<file path="config.mk">
export PLATFORM = sky130hd
export DESIGN_NAME = uart_tx_arbiter
export DESIGN_NICKNAME = d
export VERILOG_FILES = /design/src/rtl/uart_tx_arbiter.sv
export SDC_FILE = /design/constraint.sdc
export NUM_CORES = 1
export LEC_CHECK = 0
export ABC_AREA = 1
export BUFFER_PORTS_ARGS = -buffer_cell sky130_fd_sc_hd__buf_2
export CAP_MARGIN = 30
export CORE_MARGIN = 2
export CORE_UTILIZATION = 30
export CTS_CLUSTER_SIZE = 10
export DETAILED_ROUTE_END_ITERATION = 7
export GPL_TIMING_DRIVEN = 1
export PLACE_DENSITY = 0.59
export SLEW_MARGIN = 20
export SYNTH_ARGS = -nofsm -noshare
export SYNTH_HDL_FRONTEND = slang
export SYNTH_SLANG_ARGS = --single-unit
</file>
<file path="constraint.sdc">
create_clock -name clk -period 2.41 [get_ports clk]
set_input_delay 0.1205 -clock clk [delete_from_list [all_inputs] [get_ports clk]]
set_output_delay 0.1205 -clock clk [all_outputs]
set_load 0.005 [all_outputs]
</file>
<file path="src/rtl/uart_tx_arbiter.sv">
// uart_tx_arbiter: four one-byte holding registers shared
// round-robin onto a single UART transmitter write port.
module uart_tx_arbiter #(
   parameter int unsigned BUSY_TIMEOUT = 4096
) (
   input  logic        clk,
   input  logic        reset,
   input  logic [3:0]  req_valid,
   input  logic [31:0] req_data,
   output logic [3:0]  req_ready,
   output logic        tx_wr,
   output logic [7:0]  tx_data,
   input  logic        tx_busy,
   output logic [1:0]  grant_id,
   output logic        active,
   output logic        timeout_err,
   input  logic        clr_err
);

   typedef enum logic [1:0] {
      IDLE,
      ISSUE,
      WAIT_DONE
   } state_t;

   localparam logic [15:0] CNT_LAST = 16'(BUSY_TIMEOUT - 1);

   state_t      state;
   state_t      state_nxt;
   logic [3:0]  full;
   logic [7:0]  hold [4];
   logic [1:0]  last_grant;
   logic [15:0] cnt;
   logic [1:0]  win;
   logic        found;
   logic        load;
   logic        time_out;

   // first full channel after the previous winner, wrapping
   always_comb begin
      win   = last_grant;
      found = 1'b0;
      for (int j = 1; j <= 4; j++) begin
         if (!found && full[last_grant + 2'(j)]) begin
            win   = last_grant + 2'(j);
            found = 1'b1;
         end
      end
   end

   assign load     = (state == IDLE) && found && !tx_busy;
   assign time_out = (state == ISSUE) && !tx_busy
                   && (cnt == CNT_LAST);

   always_comb begin
      state_nxt = state;
      unique case (state)
         IDLE: begin
            if (load) state_nxt = ISSUE;
         end
         ISSUE: begin
            if (tx_busy)       state_nxt = WAIT_DONE;
            else if (time_out) state_nxt = IDLE;
         end
         WAIT_DONE: begin
            if (!tx_busy) state_nxt = IDLE;
         end
         default: state_nxt = IDLE;
      endcase
   end

   always_ff @(posedge clk or negedge reset) begin
      if (!reset) begin
         state       <= IDLE;
         tx_wr       <= 1'b0;
         tx_data     <= 8'h00;
         grant_id    <= 2'd0;
         last_grant  <= 2'd3;
         cnt         <= 16'd0;
         timeout_err <= 1'b0;
      end else begin
         state <= state_nxt;
         tx_wr <= (state_nxt == ISSUE);
         if (load) begin
            tx_data    <= hold[win];
            grant_id   <= win;
            last_grant <= win;
            cnt        <= 16'd0;
         end else if (state == ISSUE) begin
            cnt <= cnt + 16'd1;
         end
         // a timeout in the same cycle as a clear must stay visible
         if (time_out)     timeout_err <= 1'b1;
         else if (clr_err) timeout_err <= 1'b0;
      end
   end

   always_ff @(posedge clk or negedge reset) begin
      if (!reset) begin
         full <= 4'b0000;
         for (int i = 0; i < 4; i++) hold[i] <= 8'h00;
      end else begin
         for (int i = 0; i < 4; i++) begin
            if (load && (win == 2'(i))) begin
               full[i] <= 1'b0;
            end else if (req_valid[i] && !full[i]) begin
               full[i] <= 1'b1;
               hold[i] <= req_data[8*i +: 8];
            end
         end
      end
   end

   assign req_ready = ~full;
   assign active    = (state != IDLE);

endmodule

</file>
==> insert_results.sql <==
INSERT INTO impl_metrics (metric_group, metric, value, unit) VALUES
('outcome', 'run_status', 'completed', ''),
('floorplan', 'die_h', '111.1', 'um'),
('cells_and_area', 'drive_gt1_share', '26.69', '%'),
('placement', 'io_buffers', '56', ''),
('sta', 'finalCriticalPeriod', '2.117', 'ns'),
('route', 'drcViolationCount', '0', ''),
('setup_path', 'critical_path.max_fanout', '22', ''),
('setup_path', 'timing.critical_path.from', 'last_grant[0]$_DFFE_PN1N_', ''),
('pwr', 'vdd.ir_drop.worst', '0.5258', 'mV'),
('pwr', 'cell_internal_pwr', '3.401', 'mW'),
('placement', 'pre_cts_ws', '0.1574', 'ns'),
('pwr', 'clock_power_share', '21.0', '%'),
('setup_path', 'r2r-end', 'tx_data[4]$_DFFE_PN0N_', ''),
('sta', 'rsz0062_at_grt', 'no', ''),
('synthesis', 'netlist_area_pre_place', '3441', 'um2'),
('cells_and_area', 'area_growth', '21.85', '%'),
('pwr', 'power.leakage', '2.082', 'nW'),
('route', 'drt_pass1_iterations', '4', ''),
('placement', 'gpl.final_weighted_congestion', '0.8595', ''),
('floorplan', 'die_w', '111.1', 'um'),
('synthesis', 'synth_warnings', '0', ''),
('synthesis', 'postSynthAreaPerCell', '8.517', 'um2'),
('pwr', 'power.density', '1417', 'nW/um2'),
('floorplan', 'starting_density', '30.39', '%'),
('placement', 'detailed_place.area', '3877', 'um2'),
('sta', 'setup_viol', '0', ''),
('synthesis', 'postSynthRegisterBits', '68', ''),
('placement', 'post-place-cells', '597', ''),
('route', 'first_iteration_detailed_routing_drc_count', '173', ''),
('route', 'drt-wirelength-per-cell', '13.52', 'um'),
('synthesis', 'postSynth.topFlopCell', 'sky130_fd_sc_hd__dfrtp_1', ''),
('global_routing', 'grt_antenna_before_repair', '0', ''),
('global_routing', 'wire_length_of_the_first_global_routing_pass', '14300', 'um'),
('synthesis', 'main_combinational_cell_family_by_area_after_synthesis', 'simple AND/OR/NAND/NOR gates', ''),
('global_routing', 'groute.usage.overall', '14.53', '%'),
('synthesis', 'synth_sequential_area_ratio', '49.53', '%'),
('synthesis', 'synth_adder_area_share', '0.3636', '%'),
('sta', 'worst_clk_skew', '0.009064', 'ns'),
('clocking', 'cts.sinks', '68', ''),
('route', 'final_ant_viol_nets', '0', ''),
('sta', 'hold_violations', '0', ''),
('setup_path', 'reg2reg_setup_slack', '0.29', 'ns'),
('min_path', 'worstHoldPathType', 'in -> reg', ''),
('clocking', 'tritoncts_clock_tree', 'yes', ''),
('min_path', 'worst_hold_startpoint', 'req_data[23]', ''),
('sta', 'max_freq', '472.3', 'MHz'),
('synthesis', 'post_synth_and_or_nand_nor_area_fraction', '30.25', '%'),
('pwr', 'total_chip_power', '5.942', 'mW'),
('synthesis', 'synth.area.mux_share', '3.927', '%'),
('synthesis', 'synth_unique_cells', '40', ''),
('clocking', 'cts_made_buffers', '9', ''),
('setup_path', 'cp-start-kind', 'register', ''),
('setup_path', 'critical_path_required', '2.62', 'ns'),
('setup_path', 'crit_slowest_cell', 'sky130_fd_sc_hd__dfstp_2', ''),
('cells_and_area', 'final_area', '4193', 'um2'),
('global_routing', 'grt_start_max_net_pins', '35', ''),
('setup_path', 'worstPathBufferInverterCount', '1', ''),
('placement', 'detailedPlacementHpwl', '6262', 'um'),
('clocking', 'clk_transition_reported_paths', '0.06', 'ns'),
('floorplan', 'pin_count', '57', ''),
('clocking', 'clock_tree.htree_level_count', '3', ''),
('setup_path', 'critPathArrivalTime', '2.33', 'ns'),
('route', 'via_per_inst', '4.637', ''),
('route', 'vias', '2852', ''),
('setup_path', 'cp_top_family', 'simple AND/OR/NAND/NOR gates', ''),
('sta', 'holdWs', '0.02648', 'ns'),
('clocking', 'clock_tree.root_cell', 'sky130_fd_sc_hd__clkbuf_16', ''),
('clocking', 'clock_latency_of_the_later_clocked_register_in_the_worst_skew_pair', '0.33', 'ns'),
('floorplan', 'core_region_area', '11320', 'um2'),
('synthesis', 'synth_enable_flop_cells', '0', ''),
('synthesis', 'synth_compound_gate_area_share', '7.091', '%');
## cell usage in the layout (no fill, tap or decap), drive strengths merged
cell type / netlist / layout
a211oi: 1 / 1
a21o: 2 / 2
a21oi: 28 / 28
a31oi: 1 / 1
buf: 11 / 63
clkbuf: 2 / 13
clkinv: 0 / 1
clkinvlp: 0 / 2
dfrtp: 66 / 66
dfstp: 2 / 2
dlygate4sd3: 0 / 2
ha: 1 / 1
inv: 43 / 43
mux2: 12 / 12
nand2: 103 / 103
nand3: 42 / 42
nand3b: 1 / 1
nand4: 7 / 7
nor2: 50 / 50
nor3: 4 / 4
nor3b: 3 / 3
nor4: 1 / 1
o21ai: 11 / 11
o31ai: 2 / 2
or2: 5 / 5
xnor2: 4 / 4
xor2: 2 / 2
## routing by layer
layer  GRT usage (%)  up-vias  part of all wire, %
met1           17.51     1358                   43
li1                -     1427                    -
met4           4.691        0                  1.3
met3           3.827        7                  4.0
met2           25.36       60                   52
met5               0        -                    0
## cell type report
cell class	count	area share, %
timing repair buffer	65	8.714
clock buffer	13	6.446
inverter	43	3.909
clock inverter	3	0.4775
tap	143	4.267
sequential	68	40.64
multi-input combinational	280	35.54
## synthesized netlist by cell type (3+ instances only)
cell type,instances,area (um2)
sky130_fd_sc_hd__inv_2,4,15.01
sky130_fd_sc_hd__nand2_4,7,78.83
sky130_fd_sc_hd__xnor2_1,4,35.03
sky130_fd_sc_hd__nand2_2,11,68.82
sky130_fd_sc_hd__nand4_1,7,43.79
sky130_fd_sc_hd__inv_1,38,142.6
sky130_fd_sc_hd__nand3_1,39,195.2
sky130_fd_sc_hd__nor3_1,3,15.01
sky130_fd_sc_hd__buf_2,4,20.02
sky130_fd_sc_hd__buf_6,3,33.78
sky130_fd_sc_hd__nor2_1,47,176.4
sky130_fd_sc_hd__mux2_2,12,135.1
sky130_fd_sc_hd__nand2_1,85,319.1
sky130_fd_sc_hd__a21oi_1,28,140.1
sky130_fd_sc_hd__dfrtp_1,66,1652
sky130_fd_sc_hd__buf_4,3,22.52
sky130_fd_sc_hd__o21ai_0,9,45.04
## logic make-up (layout without fill, tap and decap cells)
| logic type | Yosys count | after routing |
|---|---|---|
| flip-flops | 68 | 68 |
| buffers and inverters | 56 | 124 |
| AO/OA/AOI/OAI | 45 | 45 |
| AND/OR/NAND/NOR | 216 | 216 |
| XOR/XNOR | 6 | 6 |
| adder cells (fa/ha/maj) | 1 | 1 |
| multiplexers | 12 | 12 |
## registers in the layout (all words and copies together), names as in the netlist
name	count
hold	32
full	4
last_grant	2
tx_wr	1
grant_id	2
cnt	16
state	2
timeout_err	1
tx_data	8
## how the worst max path moves through the flow
| stage | to | depth (start not counted) | slack [ns] |
|---|---|---|---|
| 2_1_floorplan | tx_data[5]$_DFFE_PN0N_ | 14 | 0.63 |
| 3_3_place_gp | tx_data[4]$_DFFE_PN0N_ | 12 | 0.29 |
| 3_5_place_dp | tx_data[4]$_DFFE_PN0N_ | 12 | 0.16 |
| 4_1_cts | tx_data[4]$_DFFE_PN0N_ | 12 | 0.15 |
| 5_1_grt | tx_data[7]$_DFFE_PN0N_ | 13 | 0.008 |
| 6_report | tx_data[4]$_DFFE_PN0N_ | 12 | 0.29 |
## power by group through the flow
stage	Sequential, mW	Clock, mW	Combinational [mW]
CTS	1.88	1.28	2.84
floorplan	1.78	0	2.30
detailed placement	1.89	0	2.84
global placement	1.88	0	2.76
finish	1.87	1.25	2.83
global route	1.93	1.34	3.26
## repair_timing
| action | CTS | global route |
|---|---|---|
| endpoints found under the setup margin | 0 | 2 |
| resized for setup | 0 | 1 |
| endpoints found under the hold margin | 31 | 0 |
| hold buffers | 2 | 0 |
(Power assumes the default switching activity.)
